`src/rtl/csi_rx_lane_deskew_if.sv`:
```
// Byte-lane bus between the per-lane byte aligners, the deskew stage and
// the CSI packet handler. The master drives the raw lanes and consumes the
// deskewed word; the slave (the deskew stage) does the opposite.
interface csi_rx_lane_deskew_if #(
    parameter int N_LANES = 4
) ();
    logic [8*N_LANES-1:0] word_in;
    logic [N_LANES-1:0]   valid_in;
    logic [8*N_LANES-1:0] word_out;
    logic                 valid_out;

    modport master (
        output word_in,
        output valid_in,
        input  word_out,
        input  valid_out
    );

    modport slave (
        input  word_in,
        input  valid_in,
        output word_out,
        output valid_out
    );
endinterface

```
`src/rtl/csi_rx_lane_deskew.sv`:
```
// Lane-to-lane deskew for a CSI receiver. Each lane gets a delay tap chosen
// from how long it has already been valid when all enabled lanes first agree;
// taps stay locked until packet_done. Over-range skew pulses skew_err,
// resets the byte aligners and bumps a saturating counter.
module csi_rx_lane_deskew #(
    parameter int N_LANES  = 4,
    parameter int MAX_SKEW = 3,
    parameter int CNT_W    = 8
) (
    input  logic                   byte_clock,
    input  logic                   reset,
    input  logic                   enable,
    input  logic                   packet_done,
    input  logic                   wait_for_sync,
    input  logic [N_LANES-1:0]     lane_mask,
    csi_rx_lane_deskew_if.slave    bus,
    output logic                   packet_done_out,
    output logic [3*N_LANES-1:0]   taps_out,
    output logic                   skew_err,
    output logic [CNT_W-1:0]       skew_err_cnt
);

    localparam int RUN_W = 4;
    localparam int TAP_W = 3;
    localparam logic [RUN_W-1:0] RUN_MAX  = RUN_W'(MAX_SKEW + 1);
    localparam logic [RUN_W-1:0] SKEW_MAX = RUN_W'(MAX_SKEW);

    localparam logic [0:0] ST_SEEK   = 1'b0;
    localparam logic [0:0] ST_LOCKED = 1'b1;

    logic [0:0]         state_q, state_d;
    logic [N_LANES-1:0] mask_q, mask_d;
    logic [RUN_W-1:0]   run_q [N_LANES];
    logic [RUN_W-1:0]   run_d [N_LANES];
    logic [TAP_W-1:0]   tap_q [N_LANES];
    logic [TAP_W-1:0]   tap_d [N_LANES];
    logic [TAP_W-1:0]   tap_new [N_LANES];
    logic [TAP_W-1:0]   tap_nxt [N_LANES];
    logic [7:0]         pipe_q [MAX_SKEW][N_LANES];
    logic [7:0]         pipe_d [MAX_SKEW][N_LANES];
    logic [8*N_LANES-1:0] word_out_q, word_out_d;
    logic [CNT_W-1:0]   cnt_q, cnt_d;

    logic [N_LANES-1:0] mask_eff;
    logic               all_vld;
    logic               over_range;
    logic               lock;

    // Lane qualification: effective mask, all-valid, over-range skew and lock decision
    always_comb begin
        mask_eff   = (state_q == ST_LOCKED) ? mask_q : lane_mask;
        all_vld    = (mask_eff != '0) && (&(bus.valid_in | ~mask_eff));
        over_range = 1'b0;
        for (int i = 0; i < N_LANES; i++) begin
            if (mask_eff[i] && bus.valid_in[i] && (run_q[i] > SKEW_MAX)) begin
                over_range = 1'b1;
            end
        end
        skew_err        = enable && (state_q == ST_SEEK) && !all_vld && over_range;
        packet_done_out = packet_done | skew_err;
        lock            = enable && (state_q == ST_SEEK) && wait_for_sync && all_vld
                          && !packet_done && !skew_err;
    end

    // Candidate taps (current run clipped to MAX_SKEW) and the tap set in force this cycle
    always_comb begin
        logic [RUN_W-1:0] run_cur;
        for (int i = 0; i < N_LANES; i++) begin
            run_cur = bus.valid_in[i] ? run_q[i] : '0;
            if (run_cur > SKEW_MAX) begin
                run_cur = SKEW_MAX;
            end
            tap_new[i] = mask_eff[i] ? run_cur[TAP_W-1:0] : '0;
            tap_nxt[i] = lock ? tap_new[i] : tap_q[i];
        end
    end

    // Delay line shift and per-lane tap select into the output word
    always_comb begin
        logic [7:0] sel;
        for (int i = 0; i < N_LANES; i++) begin
            pipe_d[0][i] = bus.word_in[8*i +: 8];
            for (int k = 1; k < MAX_SKEW; k++) begin
                pipe_d[k][i] = pipe_q[k-1][i];
            end
        end
        word_out_d = '0;
        for (int i = 0; i < N_LANES; i++) begin
            sel = bus.word_in[8*i +: 8];
            for (int k = 1; k <= MAX_SKEW; k++) begin
                if (tap_nxt[i] == TAP_W'(k)) begin
                    sel = pipe_q[k-1][i];
                end
            end
            word_out_d[8*i +: 8] = mask_eff[i] ? sel : 8'h00;
        end
    end

    // Next-state for lock FSM, latched mask/taps, run counters and error counter
    always_comb begin
        state_d = state_q;
        if ((state_q == ST_LOCKED) && packet_done) begin
            state_d = ST_SEEK;
        end else if (lock) begin
            state_d = ST_LOCKED;
        end
        mask_d = lock ? lane_mask : mask_q;
        for (int i = 0; i < N_LANES; i++) begin
            tap_d[i] = tap_nxt[i];
            if (!bus.valid_in[i]) begin
                run_d[i] = '0;
            end else if (run_q[i] == RUN_MAX) begin
                run_d[i] = run_q[i];
            end else begin
                run_d[i] = run_q[i] + RUN_W'(1);
            end
        end
        cnt_d = (skew_err && (cnt_q != '1)) ? cnt_q + CNT_W'(1) : cnt_q;
    end

    // Control state: reset to SEEK with cleared taps and counters, else advance on enable
    always_ff @(posedge byte_clock) begin
        if (reset) begin
            state_q <= ST_SEEK;
            mask_q  <= '0;
            cnt_q   <= '0;
            for (int i = 0; i < N_LANES; i++) begin
                run_q[i] <= '0;
                tap_q[i] <= '0;
            end
        end else if (enable) begin
            state_q <= state_d;
            mask_q  <= mask_d;
            cnt_q   <= cnt_d;
            run_q   <= run_d;
            tap_q   <= tap_d;
        end
    end

    // Datapath: delay line and output word carry no reset
    always_ff @(posedge byte_clock) begin
        if (enable) begin
            pipe_q     <= pipe_d;
            word_out_q <= word_out_d;
        end
    end

    // Output packing
    always_comb begin
        taps_out = '0;
        for (int i = 0; i < N_LANES; i++) begin
            taps_out[3*i +: 3] = tap_q[i];
        end
        bus.word_out  = word_out_q;
        bus.valid_out = (state_q == ST_LOCKED);
        skew_err_cnt  = cnt_q;
    end

endmodule

```
`src/flat_wrapper.sv`:
```
// flat-port wrapper written by rule: the top's interface ports become plain ports
module csi_rx_lane_deskew_flat 
#(
    parameter int N_LANES  = 4,
    parameter int MAX_SKEW = 3,
    parameter int CNT_W    = 8
)
  (byte_clock, reset, enable, packet_done, wait_for_sync, lane_mask, packet_done_out, taps_out, skew_err, skew_err_cnt, bus_word_in, bus_valid_in, bus_word_out, bus_valid_out);
  csi_rx_lane_deskew_if #(.N_LANES(N_LANES)) bus_i ();
  input  logic byte_clock;
  input  logic reset;
  input  logic enable;
  input  logic packet_done;
  input  logic wait_for_sync;
  input  logic [N_LANES-1:0] lane_mask;
  output logic packet_done_out;
  output logic [3*N_LANES-1:0] taps_out;
  output logic skew_err;
  output logic [CNT_W-1:0] skew_err_cnt;
  input wire logic [$bits(bus_i.word_in)-1:0] bus_word_in;
  input wire logic [$bits(bus_i.valid_in)-1:0] bus_valid_in;
  output wire logic [$bits(bus_i.word_out)-1:0] bus_word_out;
  output wire logic [$bits(bus_i.valid_out)-1:0] bus_valid_out;
  assign bus_i.word_in = bus_word_in;
  assign bus_i.valid_in = bus_valid_in;
  assign bus_word_out = bus_i.word_out;
  assign bus_valid_out = bus_i.valid_out;
  csi_rx_lane_deskew #(.N_LANES(N_LANES), .MAX_SKEW(MAX_SKEW), .CNT_W(CNT_W)) u_core (.byte_clock(byte_clock), .reset(reset), .enable(enable), .packet_done(packet_done), .wait_for_sync(wait_for_sync), .lane_mask(lane_mask), .bus(bus_i), .packet_done_out(packet_done_out), .taps_out(taps_out), .skew_err(skew_err), .skew_err_cnt(skew_err_cnt));
endmodule
```
`config.mk`:
```
export PLATFORM = sky130hd
export DESIGN_NAME = csi_rx_lane_deskew_flat
export DESIGN_NICKNAME = d
export VERILOG_FILES = /design/src/rtl/csi_rx_lane_deskew_if.sv /design/src/rtl/csi_rx_lane_deskew.sv /design/src/flat_wrapper.sv
export SDC_FILE = /design/constraint.sdc
export NUM_CORES = 1
export LEC_CHECK = 0
export BUFFER_PORTS_ARGS = -buffer_cell sky130_fd_sc_hd__buf_2
export CORE_AREA = 2 2 212 110
export DETAILED_ROUTE_END_ITERATION = 12
export DIE_AREA = 0 0 214 112
export GPL_ROUTABILITY_DRIVEN = 0
export REMOVE_ABC_BUFFERS = 1
export SYNTH_ARGS = -nofsm -noshare
export SYNTH_HDL_FRONTEND = slang
export SYNTH_SLANG_ARGS = --single-unit
```
`constraint.sdc`:
```
create_clock -name byte_clock -period 2.97 [get_ports byte_clock]
set_input_delay 0.594 -clock byte_clock [delete_from_list [all_inputs] [get_ports byte_clock]]
set_output_delay 0.594 -clock byte_clock [all_outputs]
set_load 0.01 [all_outputs]
```
==> summary.log <==
qor: outcome.status completed
qor: global_route.grt_first_pass_wirelength 35.69 mm
qor: cts.cts_tree yes
qor: synth.synth-edff-count 128
qor: synth.synth_cell_type_count 67
qor: setup_path.r2r_start u_core.bus.valid_out
qor: sta.period_needed 2.860 ns
qor: flow_run.timing.max_cap.violations 0
qor: setup_path.worst_r2r_endpoint u_core.bus.word_out[0]
qor: setup_path.worst-r2r-setup-slack 0.29 ns
qor: floorplanning.effective_utilization_at_floorplan 38.34%
qor: global_route.globalRoute.totalOverflow 0
qor: synth.ys_seq_elements 169
qor: cts.clock_sinks 169
qor: synth.average_cell_area_after_synthesis 11.20 um2
qor: setup_path.crit_path_max_fanout 6
qor: global_route.grt_antenna_before_repair 0
qor: floorplanning.ioPinCount 100
qor: synth.syn-instance-count 760
qor: cts.tritoncts.num_buffers 17
qor: global_route.combined_global_route_utilization_of_all_metal_layers 19.02%
qor: layout.layout.core_utilization 45.39%
qor: placed_design.port-buffer-count 99
qor: sta.setup_viol_count_final 0
qor: layout.area.growth.synth_to_final 18.39%
qor: routing.route.detailed.wl_per_inst 19.15 um
qor: cts.clk_pin_slew_worst_paths 0.07 ns
qor: cts.clock_insertion_delay_worst_skew 0.44 ns
qor: synth.yosysWarningCount 0
qor: setup_path.timing.critical_path.arrival 2.27 ns
qor: placed_design.hpwl 15.05 mm
qor: sta.report.final.hold_viol_count 0
qor: floorplanning.row_count 39
qor: routing.wl 22.67 mm
qor: cts.clk_root_buffer_cell sky130_fd_sc_hd__clkbuf_16
qor: routing.antenna_violating_nets_post_route 0
qor: floorplanning.dieArea 0.02397 mm2
qor: sta.timing_max_transition_violations_final 0
qor: sta.timing.max_slew.rel_slack 17.81%
qor: sta.fin_worst_skew 0.01394 ns
qor: placed_design.dp_worst_setup_slack 0.09176 ns
qor: pwr.totalPowerFinal 5629 uW
qor: floorplanning.die_y 112 um
qor: layout.layout-drive-gt1-share 23.15%
qor: pwr.power.static_leakage 0.003752 uW
qor: routing.detail_route.iter0.violations 503
qor: pwr.power_density 558.5 mW/mm2
qor: routing.number_of_detailed_route_iterations_in_the_first_pass 5
qor: setup_path.startpoint_type flip-flop
qor: sta.worst_slack 0.1099 ns
qor: min_path.min_from bus_word_in[21]
qor: sta.worst_slew_pin_slew 1.223 ns
qor: routing.avgViaCountPerCell 5.601
qor: floorplanning.die_w 214 um
qor: pwr.peakVddDrop 0.3679 mV
qor: synth.syn_std_cell_area 0.008513 mm2
qor: setup_path.cp-endpoint packet_done_out
qor: cts.cts.path.max_buffers 2
qor: floorplanning.floorplan_core_area 0.02220 mm2
qor: setup_path.setup.worst_path.end_class output pin
qor: cts.h-tree-depth 4
qor: synth.synth_async_sr_flop_share 0%
qor: sta.timing.final.crit_share 96.30%
qor: sta.rsz0062_at_grt no
qor: global_route.grt_pass1_vias 6189
qor: synth.sequential_area_share_after_synthesis 54.79%
qor: setup_path.timing.reg2reg.worst_path_depth 7
qor: setup_path.worst_setup_path_category flip-flop to output pin
qor: layout.nets 918
qor: min_path.min-delay-path-class input port to flip-flop
qor: global_route.grt_start_max_net_pins 103
qor: setup_path.crit_start u_core.bus.valid_out
qor: synth.synth_flop_cell sky130_fd_sc_hd__edfxtp_1
qor: routing.detail_route.drc_violations 0
qor: layout.num_antenna_cells 0
qor: routing.route.vias.total 6631
qor: sta.fmax 349.6 MHz
qor: layout.filler_cell_count 2107
qor: min_path.min_path_cells 1
qor: setup_path.critPathRequiredTime 2.38 ns
cells in the mapped netlist, types with 16 or more instances:
cell | number | share of area, %
sky130_fd_sc_hd__a211oi_1 | 18 | 1.6
sky130_fd_sc_hd__a21oi_1 | 35 | 2.1
sky130_fd_sc_hd__a221o_1 | 16 | 1.9
sky130_fd_sc_hd__and3_1 | 18 | 1.3
sky130_fd_sc_hd__clkbuf_1 | 25 | 1.1
sky130_fd_sc_hd__dfxtp_1 | 41 | 9.6
sky130_fd_sc_hd__edfxtp_1 | 128 | 45
sky130_fd_sc_hd__inv_1 | 22 | 0.97
sky130_fd_sc_hd__mux2_2 | 20 | 2.6
sky130_fd_sc_hd__mux2i_1 | 35 | 4.1
sky130_fd_sc_hd__nand2_1 | 61 | 2.7
sky130_fd_sc_hd__nand3_1 | 25 | 1.5
sky130_fd_sc_hd__nor2_1 | 37 | 1.6
sky130_fd_sc_hd__nor2b_1 | 21 | 1.5
sky130_fd_sc_hd__o21ai_0 | 27 | 1.6
sky130_fd_sc_hd__o22a_1 | 16 | 1.6
sky130_fd_sc_hd__o22ai_1 | 49 | 3.6
placed cells by master, fill, tap and decap left out, types with 4 or more instances in the layout:
| master | n |
|---|---|
| sky130_fd_sc_hd__a211o_1 | 8 |
| sky130_fd_sc_hd__a211oi_1 | 18 |
| sky130_fd_sc_hd__a211oi_2 | 8 |
| sky130_fd_sc_hd__a21oi_1 | 35 |
| sky130_fd_sc_hd__a221o_1 | 16 |
| sky130_fd_sc_hd__a31oi_1 | 9 |
| sky130_fd_sc_hd__and2_1 | 10 |
| sky130_fd_sc_hd__and3_1 | 17 |
| sky130_fd_sc_hd__buf_2 | 97 |
| sky130_fd_sc_hd__buf_4 | 31 |
| sky130_fd_sc_hd__bufinv_16 | 4 |
| sky130_fd_sc_hd__clkbuf_1 | 4 |
| sky130_fd_sc_hd__clkbuf_16 | 17 |
| sky130_fd_sc_hd__clkinv_4 | 4 |
| sky130_fd_sc_hd__dfxtp_1 | 40 |
| sky130_fd_sc_hd__edfxtp_1 | 128 |
| sky130_fd_sc_hd__ha_1 | 9 |
| sky130_fd_sc_hd__inv_1 | 22 |
| sky130_fd_sc_hd__mux2_2 | 19 |
| sky130_fd_sc_hd__mux2i_1 | 34 |
| sky130_fd_sc_hd__nand2_1 | 60 |
| sky130_fd_sc_hd__nand2b_1 | 8 |
| sky130_fd_sc_hd__nand3_1 | 25 |
| sky130_fd_sc_hd__nand4_1 | 8 |
| sky130_fd_sc_hd__nand4b_1 | 4 |
| sky130_fd_sc_hd__nor2_1 | 36 |
| sky130_fd_sc_hd__nor2b_1 | 21 |
| sky130_fd_sc_hd__nor3_1 | 9 |
| sky130_fd_sc_hd__nor3b_1 | 7 |
| sky130_fd_sc_hd__o21ai_0 | 26 |
| sky130_fd_sc_hd__o21ai_1 | 10 |
| sky130_fd_sc_hd__o22a_1 | 16 |
| sky130_fd_sc_hd__o22ai_1 | 49 |
| sky130_fd_sc_hd__or3_1 | 4 |
| sky130_fd_sc_hd__or4_1 | 8 |
| sky130_fd_sc_hd__xor2_1 | 4 |
worst max-delay path: stages (launching register included):
cell and delay, ns:
sky130_fd_sc_hd__dfxtp_4 0.40, sky130_fd_sc_hd__mux2_4 0.32, sky130_fd_sc_hd__a222oi_1 0.39, sky130_fd_sc_hd__and3_4 0.29
sky130_fd_sc_hd__nor2_2 0.07, sky130_fd_sc_hd__or2_4 0.24, sky130_fd_sc_hd__buf_6 0.12
how the worst min path moves through the flow:
stage | endpoint | slack (ns)
6_report | u_core.pipe_d[45] | 0.35
3_5_place_dp | u_core.pipe_d[22] | 0.44
4_1_cts | u_core.pipe_d[45] | 0.33
5_1_grt | u_core.pipe_d[45] | 0.34
2_1_floorplan | u_core.pipe_d[16] | 0.43
3_3_place_gp | u_core.pipe_d[21] | 0.43
per-stage QoR:
step	cells	cell area, um2	hold WS [ns]	TNS (ns)
after floorplan	712	8252	0.4264	-0.1780
after global placement	1149	9408	0.4310	0
after detailed placement	1149	9408	0.4366	0
after CTS	1183	10050	0.3328	0
after global routing	1184	10080	0.3418	0
final	1184	10080	0.3511	0
registers in the layout, indices dropped and copies added, names as in the netlist:
| signal | cells |
|---|---|
| u_core.skew_err_cnt | 8 |
| u_core.taps_out | 12 |
| u_core.mask_q | 4 |
| u_core.pipe_d | 64 |
| u_core.pipe_q | 32 |
| u_core.run_q | 16 |
| u_core.bus.word_out | 32 |
| u_core.bus.valid_out | 1 |
what timing repair did:
item	in CTS	in global routing
pin swaps	2	2
hold buffers	0	0
endpoints found under the setup margin	2	1
setup buffers	2	1
resized for setup	5	6
hold endpoints to repair	0	0
metal layers:
| layer | track usage, % | vias to the layer above | wire (um) |
|---|---|---|---|
| li1 | - | 3140 | - |
| met1 | 29.62 | 3263 | 11890 |
| met2 | 25.84 | 206 | 9127 |
| met3 | 4.508 | 22 | 1420 |
| met4 | 5.268 | 0 | 231 |
| met5 | 0 | - | 0 |
where the power goes:
part | leakage (uW) | switching, uW | internal [uW]
logic | 0.00187 | 277 | 206
clock network | 0.000289 | 958 | 1410
registers | 0.00160 | 82.3 | 2700
total | 0.00375 | 1320 | 4310
final cells by class:
| type | count | area, um2 | area share (%) |
|---|---|---|---|
| Inverter | 23 | 86.33 | 0.8566 |
| Sequential cell | 169 | 4668 | 46.32 |
| Tap cell | 307 | 384.1 | 3.811 |
| Clock buffer | 21 | 440.4 | 4.370 |
| Clock inverter | 11 | 173.9 | 1.726 |
| Multi-Input combinational cell | 520 | 3525 | 34.97 |
| Timing Repair Buffer | 133 | 800.8 | 7.945 |
logic make-up after synthesis:
logic type / Yosys count / share of synthesized area (%)
XOR/XNOR: 5 / 0.5144
AO/OA/AOI/OAI: 214 / 17.47
flip-flops: 169 / 54.79
AND/OR/NAND/NOR: 232 / 14.32
buffers and inverters: 71 / 4.086
multiplexers: 60 / 7.496
adder cells (fa/ha/maj): 9 / 1.323
(Power assumes the default switching activity.)
